File: config.mk
export PLATFORM = sky130hd
export DESIGN_NAME = seq_binary_to_bcd
export DESIGN_NICKNAME = d
export VERILOG_FILES = /design/src/rtl/seq_binary_to_bcd.sv
export SDC_FILE = /design/constraint.sdc
export NUM_CORES = 1
export LEC_CHECK = 0
export ABC_AREA = 1
export CORE_ASPECT_RATIO = 1.2
export CORE_UTILIZATION = 28
export DETAILED_ROUTE_END_ITERATION = 10
export GPL_TIMING_DRIVEN = 0
export PLACE_DENSITY = 0.51
export SETUP_SLACK_MARGIN = 0.02
export SYNTH_ARGS = -nofsm -noshare
export SYNTH_HDL_FRONTEND = slang
export SYNTH_SLANG_ARGS = --single-unit
File: constraint.sdc
create_clock -name clk -period 2 [get_ports clk]
set_clock_uncertainty 0.2 [all_clocks]
set_input_delay 0.4 -clock clk [delete_from_list [all_inputs] [get_ports clk]]
set_output_delay 0.4 -clock clk [all_outputs]
set_load 0.01 [all_outputs]
File: src/rtl/seq_binary_to_bcd.sv
// Sequential binary-to-BCD converter (double-dabble, one input bit per clock).
// Optional leading-zero blank outputs are compiled in when BCD_LZ_BLANK_EN is defined.
module seq_binary_to_bcd #(
    parameter int unsigned BIN_W  = 8,
    parameter int unsigned DIGITS = 3
) (
    input  logic                  clk,
    input  logic                  rst_n,
    input  logic                  start_i,
    input  logic [BIN_W-1:0]      binary_i,
    output logic                  busy_o,
    output logic                  done_o,
    output logic [4*DIGITS-1:0]   bcd_o,
    output logic                  overflow_o
`ifdef BCD_LZ_BLANK_EN
    ,
    output logic [DIGITS-1:0]     blank_o
`endif
);

    localparam int unsigned BcdW = 4 * DIGITS;
    localparam int unsigned CntW = (BIN_W > 1) ? $clog2(BIN_W) : 1;

    localparam logic [1:0] StIdle  = 2'd0;
    localparam logic [1:0] StShift = 2'd1;
    localparam logic [1:0] StDone  = 2'd2;

    logic [1:0]          state_q, state_d;
    logic [BIN_W-1:0]    shift_q, shift_d;
    logic [BcdW-1:0]     work_q, work_d;
    logic [CntW-1:0]     cnt_q, cnt_d;
    logic                sticky_q, sticky_d;
    logic [BcdW-1:0]     bcd_q, bcd_d;
    logic                ovf_q, ovf_d;
    logic                done_q, done_d;

    logic [BcdW-1:0]       adj;
    logic [BcdW+BIN_W-1:0] shifted;
    logic                  accept;

    // Add-3 correction on every digit, then shift the whole {bcd, binary} chain.
    always_comb begin
        adj = work_q;
        for (int k = 0; k < int'(DIGITS); k++) begin
            if (work_q[4*k +: 4] >= 4'd5) begin
                adj[4*k +: 4] = work_q[4*k +: 4] + 4'd3;
            end
        end
        shifted = {adj, shift_q} << 1;
    end

`ifdef BCD_LZ_BLANK_EN
    logic [DIGITS-1:0] blank_q, blank_d;
    logic [DIGITS-1:0] blank_calc;
    logic              upper_zero;

    // Digit 0 is never blanked so a zero value still shows one "0".
    always_comb begin
        blank_calc = '0;
        upper_zero = 1'b1;
        for (int k = int'(DIGITS) - 1; k >= 1; k--) begin
            upper_zero    = upper_zero & (work_q[4*k +: 4] == 4'd0);
            blank_calc[k] = upper_zero;
        end
    end

    assign blank_o = blank_q;
`endif

    assign accept = start_i & ((state_q == StIdle) | (state_q == StDone));

    always_comb begin
        state_d  = state_q;
        shift_d  = shift_q;
        work_d   = work_q;
        cnt_d    = cnt_q;
        sticky_d = sticky_q;
        bcd_d    = bcd_q;
        ovf_d    = ovf_q;
        done_d   = 1'b0;
`ifdef BCD_LZ_BLANK_EN
        blank_d  = blank_q;
`endif
        case (state_q)
            StIdle: ;
            StShift: begin
                shift_d  = shifted[BIN_W-1:0];
                work_d   = shifted[BcdW+BIN_W-1:BIN_W];
                sticky_d = sticky_q | adj[BcdW-1];
                if (cnt_q == '0) begin
                    state_d = StDone;
                end else begin
                    cnt_d = cnt_q - CntW'(1);
                end
            end
            StDone: begin
                bcd_d   = work_q;
                ovf_d   = sticky_q;
                done_d  = 1'b1;
                state_d = StIdle;
`ifdef BCD_LZ_BLANK_EN
                blank_d = blank_calc;
`endif
            end
            default: state_d = StIdle;
        endcase
        // A request in DONE restarts immediately for back-to-back throughput.
        if (accept) begin
            shift_d  = binary_i;
            work_d   = '0;
            sticky_d = 1'b0;
            cnt_d    = CntW'(BIN_W - 1);
            state_d  = StShift;
        end
    end

    always_ff @(posedge clk or negedge rst_n) begin
        if (!rst_n) begin
            state_q  <= StIdle;
            shift_q  <= '0;
            work_q   <= '0;
            cnt_q    <= '0;
            sticky_q <= 1'b0;
            bcd_q    <= '0;
            ovf_q    <= 1'b0;
            done_q   <= 1'b0;
`ifdef BCD_LZ_BLANK_EN
            blank_q  <= '0;
`endif
        end else begin
            state_q  <= state_d;
            shift_q  <= shift_d;
            work_q   <= work_d;
            cnt_q    <= cnt_d;
            sticky_q <= sticky_d;
            bcd_q    <= bcd_d;
            ovf_q    <= ovf_d;
            done_q   <= done_d;
`ifdef BCD_LZ_BLANK_EN
            blank_q  <= blank_d;
`endif
        end
    end

    assign busy_o     = (state_q == StShift);
    assign done_o     = done_q;
    assign bcd_o      = bcd_q;
    assign overflow_o = ovf_q;

endmodule
==> Word-level counts from Yosys, hierarchy flattened <==
Index checks and enable logic that the tools add are counted.
{ "op_classes": {"n_addsub": 4, "magnitude_cmp": 3, "eq_ne": 5, "muxes": 16, "bitwise_logic": 3, "reduce_logical": 5} }
{ "op_table": {"columns": ["op", "n"], "rows": [
  ["$mux W12", 2],
  ["$mux W8", 2],
  ["$add A4 B2 Y4 const B", 3],
  ["$ge A4 B3 Y1 const B", 3],
  ["$mux W4", 3],
  ["$mux W3", 3],
  ["$mux W2", 2],
  ["$ne A2 B2 Y1 const B", 2],
  ["$pmux W2 S2", 1],
  ["$reduce_and A2 Y1", 2],
  ["$logic_not A3 Y1", 1],
  ["$mux W1", 3],
  ["$ne A3 B1 Y1 const B", 1],
  ["$sub A3 B1 Y3 const B", 1],
  ["$eq A2 B1 Y1 const B", 1],
  ["$eq A2 B2 Y1 const B", 1],
  ["$logic_not A2 Y1", 1],
  ["$or A1 B1 Y1", 2],
  ["$reduce_bool A2 Y1", 1],
  ["$and A1 B1 Y1", 1]
]} }
{ "totals": {"regBits": 40, "input_bits": 11, "out_inout_bits": 15, "word_cells": 44} }

==> Longest topological paths before layout <==
Gate-level depths: netlist of the first run.
{ "logic_depth": {"ltp_word": 5, "depth_mapped": 8, "depth_no_buf": 8} }

==> Worst setup path before layout of the first run <==
No wires, ideal clock.
{ "synth_timing": {"path_type": "reg-to-output", "from": "reg state_q[0]", "to": "out busy_o", "t_arrival_ns": 0.753, "required_ns": 1.400, "path_slack_ns": 0.647, "path_stages_with_launch": 4, "path_buffers": 1, "cell_sequence": "dfrtp_1 inv_2 nor2_2 buf_2"} }
{ "synth_between": {"elab_chain_cells": 1} }
{ "synth_rtl": {"columns": ["element", "line", "text"], "rows": [
  ["start, declared", "28", "logic [1:0] state_q, state_d;"],
  ["start signal, assigned", "119", "state_q <= StIdle;"],
  ["start signal, assigned", "131", "state_q <= state_d;"],
  ["$eq A2 B1 Y1", "145", "assign busy_o = (state_q == StShift);"],
  ["end, declared", "11", "output logic busy_o,"]
]} }
No other way between the ends.

==> Worst setup path after layout of the first run <==
{ "layout_timing": {"from": "reg state_q[1]", "to": "out busy_o"} }
The elaborated chain is that of the path after synthesis.

==> out/results.ini, run 1 <==
[outcome]
status = completed

[yosys]
synth.avg_cell_area_um2 = 8.49
synth_cells = 223
async_reset_ff_share_pct = 100
ys.warnings.count = 0
yosysTopAreaCellShare_pct = 52.9
synth_edf_count = 0
yosys.area.top_type = dfrtp_1
ys_seq_elements = 40
synth_flop_cell = dfrtp_1
synth-seq-area-share_pct = 52.9
synth_cell_type_count = 19
synthesis.nets = 242
synth_area_leaders = dfrtp_1 53%, nand2_1 15%, ha_1 5.3%
syn-cell-area_um2 = 1890

[sta]
finalHoldViolations = 0
rsz0062_at_grt = false
setup_violations = 0
setup_ws_ns = 0.101
finalCriticalPeriod_ns = 1.90
max_freq_ghz = 0.527
slew_violations = 0
timing.final.crit_share_pct = 94.9
tightest_slew_ns = 0.458
slew-limit-headroom_pct = 69.4

[placed_design]
placed_cells = 334
dp_slack_ns = -0.00231
placed_area_um2 = 2270
gp_congestion = 0.757
portBuffers = 25
place.detailed.hpwl_um = 2750

[floorplan]
start_util_pct = 29.2
io_pins = 26
die_width_um = 77.1
fp.coreArea_um2 = 6490
die_h_um = 92.1
placementRows = 32
dieArea_um2 = 7090

[critical_path]
cp-startpoint = state_q[1]
required_ns = 1.40
cp_slowest_cell = dfrtp_1
reg2regPathDepth = 7
crit_type = register to primary output
crit_path_start_kind = register
crit_chain = nor2_2 > buf_6 > dlygate4sd2_1
rr_endpoint = sticky_q
r2r_start = work_q[8]
crit_fanout = 10
max_stage_delay_ns = 0.40
endpoint_kind = primary output
r2r_slack_ns = 0.50
crit_buf_inv = 2
cpLargestDelayFamily = buffers and inverters
crit_arrival_ns = 1.30

[global_routing]
antenna_found_initial = 0
grt_pass1_wl_um = 7040
grt_max_degree = 24
grt_pass1_vias = 1562
grt_use_total_pct = 12.5
grt_overflow = 0

[final_layout]
ff_latch_area_um2 = 1000
design_area_um2 = 2380
stdcell_count = 344
fill_cells = 699
multi_input_area_um2 = 761
syn_to_final_growth_pct = 26.0
nNetsFinal = 277
n_antenna_cell = 0
drive_gt1_share_pct = 9.27

[route]
wire_per_inst_um = 11.0
drt_iter0_drc = 88
drtPass1Iterations = 4
drc = 0
postRouteAntennaNets = 0
routed_wirelength_um = 3800
num_vias = 1530
vias_per_cell = 4.45

[run]
maxCapViolCount = 0

[hold_path]
hold_depth = 2
min_path_type = register to register
hp-start = work_q[1]
holdPathEnd = work_q[1]

[cts]
cts_tree = built
path_clk_slew_ns = 0.07
htreeDepth = 2
cts_buffers = 5
cts.sinks = 40
clockBufferDepth = 2
cts.root.buffer_cell = clkbuf_8
clk_latency_ns = 0.29

[power_and_ir_drop]
leakage_nw = 1.17
peakVddDrop_mv = 0.493
powerDensity_nw_per_um2 = 1610

power breakdown:
group	internal [mW]	total (mW)	switching, mW
logic	0.806	1.89	1.08
registers	1.19	1.40	0.212
clock network	0.281	0.556	0.275
total	2.27	3.84	1.57
final cells by class:
type	count	area share [%]
Sequential cell	40	42.0
Multi-Input combinational cell	152	31.9
Timing Repair Buffer	28	12.1
Tap cell	85	4.46
Inverter	26	4.09
Clock buffer	8	3.78
Buffer	5	1.68
worst min-delay path, delay by kind of cell, from the launching register on:
family        cells  cell delay [ns]
flops             1             0.34
simple gates      2             0.10
cell families (layout without fill, tap and decap cells):
| group | Yosys count | count (layout) | share of synthesized area (%) |
|---|---|---|---|
| AOI/OAI and AO/OA | 31 | 31 | 9.05 |
| adders and majority gates | 8 | 8 | 5.29 |
| buffers and inverters | 31 | 67 | 6.94 |
| DFF | 40 | 40 | 52.9 |
| and+or+nand+nor | 113 | 113 | 25.8 |
what timing repair did:
action	4_1_cts	5_1_grt
endpoints found under the hold margin	17	0
buffers inserted	1	0
gates resized for setup	2	1
endpoints found under the setup margin	1	1
hold buffers	1	0
per-stage QoR:
| step | hold WS [ns] | utilization [%] | setup TNS (ns) | power, mW |
|---|---|---|---|---|
| 2_1_floorplan | -0.0956 | - | 0 | 2.65 |
| 3_3_place_gp | 0.263 | 34.7 | -29.41 | 3.25 |
| 3_5_place_dp | 0.178 | 35.0 | -0.00231 | 3.29 |
| 4_1_cts | 0.286 | 36.7 | 0 | 3.88 |
| 5_1_grt | 0.307 | 36.8 | 0 | 4.25 |
| 6_report | 0.278 | 36.8 | 0 | 3.84 |
per-layer routing:
| layer | up-vias | part of all wire [%] | GRT usage (%) | routed length [um] |
|---|---|---|---|---|
| li1 | 795 | - | - | - |
| met1 | 705 | 49 | 15.3 | 1860 |
| met2 | 25 | 46 | 20.8 | 1740 |
| met3 | 5 | 3.6 | 3.58 | 138 |
| met4 | 0 | 1.6 | 4.25 | 59 |
| met5 | - | 0 | 0 | 0 |
placed cells by master (no fill, tap or decap), drive strengths merged:
cell type      count
nand3             20
buf                8
ha                 8
o21ai             24
dfrtp             40
o21bai             2
o211ai             4
nand4              7
nand2             81
inv               26
clkbuf             8
nor2               5
dlygate4sd2        1
o22ai              1
dlygate4sd3        1
clkdlybuf4s50     23
flip-flops by register name, summed over array words and instances, names as in the netlist:
| signal | cells |
|---|---|
| bcd_o | 12 |
| cnt_q | 3 |
| done_o | 1 |
| overflow_o | 1 |
| shift_q | 8 |
| state_q | 2 |
| sticky_q | 1 |
| work_q | 12 |
worst max path at each step:
stage	depth (start not counted)	to
2_1_floorplan	3	busy_o
3_3_place_gp	1	state_q[0]
3_5_place_dp	4	busy_o
4_1_cts	3	busy_o
5_1_grt	3	busy_o
6_report	3	busy_o
cells in the mapped netlist, types with 2 or more instances:
cell / count
buf_2: 3
dfrtp_1: 40
ha_1: 8
inv_1: 21
inv_2: 5
nand2_1: 78
nand2_4: 2
nand3_1: 20
nand4_1: 7
nor2_1: 3
nor2_2: 2
o211ai_1: 4
o21ai_0: 7
o21ai_1: 17
o21bai_1: 2
Power figures use the tool's default switching activity.
==> inputs of run 2 (changes only) <==
- HOLD_SLACK_MARGIN: not set -> 0.06
==> results of run 2 <==
No change in the layout: final DEF, timing and power equal those of run 1.
==> inputs of run 3 (changes only) <==
- SLEW_MARGIN: not set -> 20
==> results of run 3 <==
No change in the layout: final DEF, timing and power equal those of run 1.
